File: src/rtl/imu_pipe_pkg.sv
// Shared widths, FSM state encoding and event record for the IMU threshold scheduler.
package imu_pipe_pkg;

  localparam int WIDTH = 16;
  localparam int NCH   = 3;
  localparam int CH_W  = 2;

  typedef enum logic [1:0] {
    ST_IDLE = 2'd0,
    ST_CMP  = 2'd1,
    ST_EMIT = 2'd2
  } state_e;

  typedef struct packed {
    logic [CH_W-1:0] ch;
    logic            rise;
  } evt_t;

endpackage

File: src/rtl/rr_arbiter.sv
// Round-robin arbiter: grants the first requesting channel at or after the pointer,
// wrapping modulo NCH, and reports both a one-hot grant and its index.
module rr_arbiter
  import imu_pipe_pkg::*;
(
  input  logic [NCH-1:0]  req_i,
  input  logic [CH_W-1:0] ptr_i,
  output logic [NCH-1:0]  gnt_o,
  output logic [CH_W-1:0] idx_o,
  output logic            any_o
);

  logic [CH_W:0] cand;
  logic          found;

  always_comb begin
    gnt_o = '0;
    idx_o = '0;
    cand  = '0;
    found = 1'b0;
    for (int k = 0; k < NCH; k++) begin
      cand = {1'b0, ptr_i} + (CH_W+1)'(k);
      if (cand >= (CH_W+1)'(NCH)) begin
        cand = cand - (CH_W+1)'(NCH);
      end
      if (!found && req_i[cand[CH_W-1:0]]) begin
        found                  = 1'b1;
        idx_o                  = cand[CH_W-1:0];
        gnt_o[cand[CH_W-1:0]]  = 1'b1;
      end
    end
  end

  assign any_o = |req_i;

endmodule

File: src/rtl/imu_threshold_scheduler.sv
// Shares one signed threshold comparator among NCH IMU channels, applying per-channel
// hysteresis and debounce, and reports assert/release events through a valid/ready port.
module imu_threshold_scheduler
  import imu_pipe_pkg::*;
#(
  parameter int                       DEBOUNCE   = 3,
  parameter int                       CNT_W      = 4,
  parameter logic signed [WIDTH-1:0]  THRESH_RST = WIDTH'(100)
)
(
  input  logic                    clk,
  input  logic                    rst,
  input  logic [NCH-1:0]          ch_valid_i,
  input  logic [NCH*WIDTH-1:0]    ch_sample_i,
  output logic [NCH-1:0]          ch_ready_o,
  input  logic                    cfg_we_i,
  input  logic [CH_W-1:0]         cfg_ch_i,
  input  logic [WIDTH-1:0]        cfg_thresh_i,
  input  logic [WIDTH-1:0]        cfg_hyst_i,
  output logic                    evt_valid_o,
  output logic [CH_W-1:0]         evt_ch_o,
  output logic                    evt_rise_o,
  input  logic                    evt_ready_i,
  output logic                    busy_o
);

  // Two guard bits keep thresh - hyst exact for any signed threshold and unsigned hysteresis.
  localparam int CW = WIDTH + 2;

  state_e state_q, state_d;
  logic [CH_W-1:0]          rrPtr_q;
  logic signed [WIDTH-1:0]  thresh_q [NCH];
  logic [WIDTH-1:0]         hyst_q   [NCH];
  logic [CNT_W-1:0]         cnt_q    [NCH];
  logic [NCH-1:0]           active_q;
  logic signed [WIDTH-1:0]  capSample_q;
  logic signed [WIDTH-1:0]  capThresh_q;
  logic [WIDTH-1:0]         capHyst_q;
  logic [CH_W-1:0]          capCh_q;
  evt_t                     evt_q;

  logic [NCH-1:0]   gnt;
  logic [CH_W-1:0]  gntIdx;
  logic             anyReq;
  logic             grantFire;
  logic             cfgHit;
  logic signed [CW-1:0] sampleX, threshX, releaseX;
  logic             above, below, qualify, curActive, toggle;
  logic [CNT_W-1:0] curCnt, cntInc;

  rr_arbiter u_arb (
    .req_i (ch_valid_i),
    .ptr_i (rrPtr_q),
    .gnt_o (gnt),
    .idx_o (gntIdx),
    .any_o (anyReq)
  );

  assign grantFire  = (state_q == ST_IDLE) && anyReq;
  assign ch_ready_o = grantFire ? gnt : '0;
  assign cfgHit     = cfg_we_i && ({1'b0, cfg_ch_i} < (CH_W+1)'(NCH));

  assign sampleX  = {{2{capSample_q[WIDTH-1]}}, capSample_q};
  assign threshX  = {{2{capThresh_q[WIDTH-1]}}, capThresh_q};
  assign releaseX = threshX - $signed({2'b00, capHyst_q});
  assign above    = sampleX > threshX;
  assign below    = sampleX < releaseX;

  assign curActive = active_q[capCh_q];
  assign curCnt    = cnt_q[capCh_q];
  assign cntInc    = curCnt + 1'b1;
  assign qualify   = curActive ? below : above;
  assign toggle    = (state_q == ST_CMP) && qualify && (cntInc == CNT_W'(DEBOUNCE));

  always_comb begin
    state_d = state_q;
    case (state_q)
      ST_IDLE: if (anyReq) state_d = ST_CMP;
      ST_CMP:  state_d = toggle ? ST_EMIT : ST_IDLE;
      ST_EMIT: if (evt_ready_i) state_d = ST_IDLE;
      default: state_d = ST_IDLE;
    endcase
  end

  always_ff @(posedge clk or posedge rst) begin
    if (rst) state_q <= ST_IDLE;
    else     state_q <= state_d;
  end

  // Grant-time snapshot: the compare never sees config writes that land after the grant.
  always_ff @(posedge clk or posedge rst) begin
    if (rst) begin
      rrPtr_q     <= '0;
      capSample_q <= '0;
      capThresh_q <= '0;
      capHyst_q   <= '0;
      capCh_q     <= '0;
      evt_q       <= '0;
    end else begin
      if (grantFire) begin
        capSample_q <= ch_sample_i[int'(gntIdx)*WIDTH +: WIDTH];
        capThresh_q <= thresh_q[gntIdx];
        capHyst_q   <= hyst_q[gntIdx];
        capCh_q     <= gntIdx;
        rrPtr_q     <= (gntIdx == CH_W'(NCH-1)) ? '0 : gntIdx + 1'b1;
      end
      if (toggle) begin
        evt_q.ch   <= capCh_q;
        evt_q.rise <= !curActive;
      end
    end
  end

  // Configuration writes come last so their counter clear overrides the compare update.
  always_ff @(posedge clk or posedge rst) begin
    if (rst) begin
      active_q <= '0;
      for (int i = 0; i < NCH; i++) begin
        thresh_q[i] <= THRESH_RST;
        hyst_q[i]   <= '0;
        cnt_q[i]    <= '0;
      end
    end else begin
      if (state_q == ST_CMP) begin
        if (toggle) begin
          active_q[capCh_q] <= !curActive;
          cnt_q[capCh_q]    <= '0;
        end else begin
          cnt_q[capCh_q]    <= qualify ? cntInc : '0;
        end
      end
      if (cfgHit) begin
        thresh_q[cfg_ch_i] <= cfg_thresh_i;
        hyst_q[cfg_ch_i]   <= cfg_hyst_i;
        cnt_q[cfg_ch_i]    <= '0;
      end
    end
  end

  assign evt_valid_o = (state_q == ST_EMIT);
  assign evt_ch_o    = evt_q.ch;
  assign evt_rise_o  = evt_q.rise;
  assign busy_o      = (state_q != ST_IDLE);

endmodule

File: config.mk
export PLATFORM = sky130hd
export DESIGN_NAME = imu_threshold_scheduler
export DESIGN_NICKNAME = d
export VERILOG_FILES = /design/src/rtl/imu_pipe_pkg.sv /design/src/rtl/rr_arbiter.sv /design/src/rtl/imu_threshold_scheduler.sv
export SDC_FILE = /design/constraint.sdc
export NUM_CORES = 1
export LEC_CHECK = 0
export CAP_MARGIN = 30
export CORE_AREA = 10 10 134 136
export CTS_CLUSTER_DIAMETER = 30
export DETAILED_ROUTE_END_ITERATION = 7
export DIE_AREA = 0 0 144 146
export PLACE_DENSITY_LB_ADDON = 0.08
export SLEW_MARGIN = 20
export SYNTH_ARGS = -nofsm -noshare
export SYNTH_HDL_FRONTEND = slang
export SYNTH_SLANG_ARGS = --single-unit
File: constraint.sdc
create_clock -name clk -period 14.6 [get_ports clk]
set_clock_uncertainty 0.1 [all_clocks]
set_input_delay 2.92 -clock clk [delete_from_list [all_inputs] [get_ports clk]]
set_output_delay 2.92 -clock clk [all_outputs]
set_load 0.005 [all_outputs]
==> out/qor.yml <==
run_status:
  status: "finished clean"
critical_path:
  rr_worst_depth: 17
  r2r_slack_ns: 10.01
  critPathLaunchType: "input port"
  worstSetupEndpointType: "primary output"
  r2r_start: "capThresh_q[0]$_DFFE_PP0P_"
  worst_r2r_endpoint: "cnt_q[10]$_DFF_PP0_"
  arrival_ns: 5.27
  worstSetupPathType: "in2out"
  crit_fanout: 9
  crit_required_ns: 11.58
synth:
  syn_avg_cell_area_sq_um: 10.6
  synth_warnings: 0
  synth.net_count: 1022
  synth_edf_count: 0
  netlist_area_sq_um: 9310
  async_reset_ff_share_pct: 100
  synth-main-ff-cell: "dfrtp_1"
  synthCells: 876
  yosysSeqAreaShare_pct: 45.3
  synth_seq_cells: 168
  synth.distinct_cells: 69
cells_and_area:
  stdcell_count: 1165
  finalNetCount: 1106
  drive_gt1_share_pct: 17.6
  n_antenna_cell: 0
  area_growth_pct: 18.8
  final_cell_area_sq_um: 11100
  utilization_pct: 71.4
  mostFrequentLayoutCells: "159 x dfrtp_1, 100 x mux2_2, 96 x clkdlybuf4s50_1"
  n_fill_cell: 1132
  final_common_cell: "dfrtp_1"
sta:
  finalHoldViolations: 0
  setup_ws_ns: 6.31
  post-route-min-period_ns: 8.29
  rsz0062_at_grt: "false"
  holdWs_ns: 0.374
  max_slew_margin_pct: 35.4
  worst_slew_pin_slew_ns: 0.969
  timing.fmax_mhz: 121
  setup_tns_ns: 0
  finalSetupViolations: 0
  slew_violations: 0
  timing.final.crit_share_pct: 56.8
cts:
  ctsResizeCount: 0
  cts_root_buf: "clkbuf_16"
  clock_sinks: 168
  clk_latency_ns: 0.43
  numCtsBuffers: 17
  path_clk_slew_ns: 0.06
  h-tree-depth: 4
  cts_tree: "built"
  clockBufferDepth: 2
  cts_setup_buffers: 0
  ctsHoldBuffers: 0
route:
  drt_first_pass_iters: 6
  antenna_left: 0
  drcViolationCount: 0
  wl_microns: 21800
  drt_iter0_drc: 376
  vias: 6782
  vias_per_cell: 5.82
  post_drt_wl_per_cell_microns: 18.7
place:
  io_buffers: 96
  dp.cells: 1133
  place_area_sq_um: 10500
  routabilityCongestion: 0.869
  dp_hpwl_microns: 15600
  dpl_worst_slack_ns: 6.39
hold_path:
  hold_path.class: "reg2reg"
  hold_path_end: "active_q[2]$_DFFE_PP0P_"
  min_from: "active_q[2]$_DFFE_PP0P_"
  worstHoldPathCells: 1
floorplanning:
  die_h_microns: 146
  dieArea_sq_um: 21000
  core_sq_um: 15500
  die_w_microns: 144
  start_util_pct: 60.1
  core.rowCount: 46
  ioPinCount: 97
global_route:
  grtUsageTotal_pct: 21.0
  grt_start_max_net_pins: 104
  antenna_found_initial: 0
  grt_pass1_wl_microns: 35500
  grt_pass1_vias: 7059
  overflow: 0
power:
  p_leak_nw: 5.11
  p_per_area_nw_per_um2: 218
  vdd_drop_max_mv: 0.126
  total_power_mw: 2.42
run:
  drv_cap: 0
-- worst max-delay path by stage --
stage / start / endpoint / cells past startpoint
after detailed placement: ch_valid_i[2] / ch_ready_o[0] / 6
after global routing: ch_valid_i[2] / ch_ready_o[1] / 7
after global placement: ch_valid_i[2] / ch_ready_o[0] / 6
after CTS: ch_valid_i[2] / ch_ready_o[0] / 6
final: ch_valid_i[2] / ch_ready_o[1] / 7
after floorplan: rst / active_q[0]$_DFFE_PP0P_ / 1
-- registers in the layout, indices dropped and copies added, names as in the netlist --
register and count:
rrPtr_q 2, evt_rise_o 1, capCh_q 2, active_q 3, capSample_q 16, hyst_q 48, capThresh_q 16, cnt_q 12
capHyst_q 16, state_q 2, thresh_q 48, evt_ch_o 2
-- power breakdown --
group	leakage [nW]	internal (mW)	switching (mW)
registers	2.04	0.606	0.120
clock network	0.278	0.255	0.187
logic	2.79	0.544	0.704
-- final cells by class --
cell class | count | area, sq um | area share [%]
multi-input cells | 620 | 4770 | 43.1
flip-flops and latches | 168 | 4220 | 38.1
repair buffers | 105 | 1070 | 9.66
clock buffers | 20 | 437 | 3.95
well taps | 192 | 240 | 2.17
inverters | 48 | 185 | 1.67
clock inverters | 12 | 144 | 1.30
-- worst max-delay path, stage by stage --
cell and delay (ns):
clkdlybuf4s50_1 0.71, nor4b_1 0.41, a31oi_1 0.11, o21ai_0 0.29, a22oi_1 0.12, a21oi_1 0.18
clkdlybuf4s50_1 0.54
-- routing by layer --
metal  share of wire, %  routed length, microns  track usage, %
met4                1.4                     295            4.90
met1                 44                    9490            26.5
met3                5.1                    1110            4.08
met2                 50                   10900            35.9
met5                  0                       0               0
-- cells in the mapped netlist, drive strengths merged, types with 2 or more instances --
library cell / n / share of area [%]
nand2: 62 / 2.5
mux2: 100 / 12
a31oi: 2 / 0.20
nor2: 64 / 2.6
o211ai: 5 / 0.70
o21a: 6 / 0.48
o2111ai: 2 / 0.19
xnor2: 7 / 0.66
a211oi: 3 / 0.24
nor2b: 8 / 0.54
a21boi: 4 / 0.36
o21ai: 70 / 3.8
and3: 3 / 0.22
xor2: 11 / 1.0
a311oi: 2 / 0.19
nand3: 6 / 0.32
nor4: 4 / 0.34
a22o: 6 / 0.56
a2111oi: 2 / 0.32
nand3b: 3 / 0.24
o41ai: 2 / 0.19
dfrtp: 159 / 43
a22oi: 2 / 0.16
ha: 56 / 7.5
nand2b: 8 / 0.54
or2: 2 / 0.13
mux2i: 53 / 5.7
o2bb2ai: 5 / 0.81
nand4: 3 / 0.20
nor3: 7 / 0.38
buf: 9 / 0.62
and3b: 2 / 0.19
a21oi: 75 / 4.2
a32o: 8 / 0.86
o22ai: 2 / 0.13
a21o: 8 / 0.66
inv: 48 / 1.9
dfstp: 9 / 2.5
clkbuf: 31 / 1.2
-- logic make-up (layout without fill, tap and decap cells) --
logic type,after synthesis,after routing,synth area share [%]
fa+ha+maj,58,58,7.85
mux,153,153,17.8
flops,168,168,45.3
buf+inv,88,185,3.80
xor+xnor,18,18,1.69
simple gates,179,179,8.78
compound gates,212,212,14.8
Note: power is estimated with default switching activity, not from simulation.
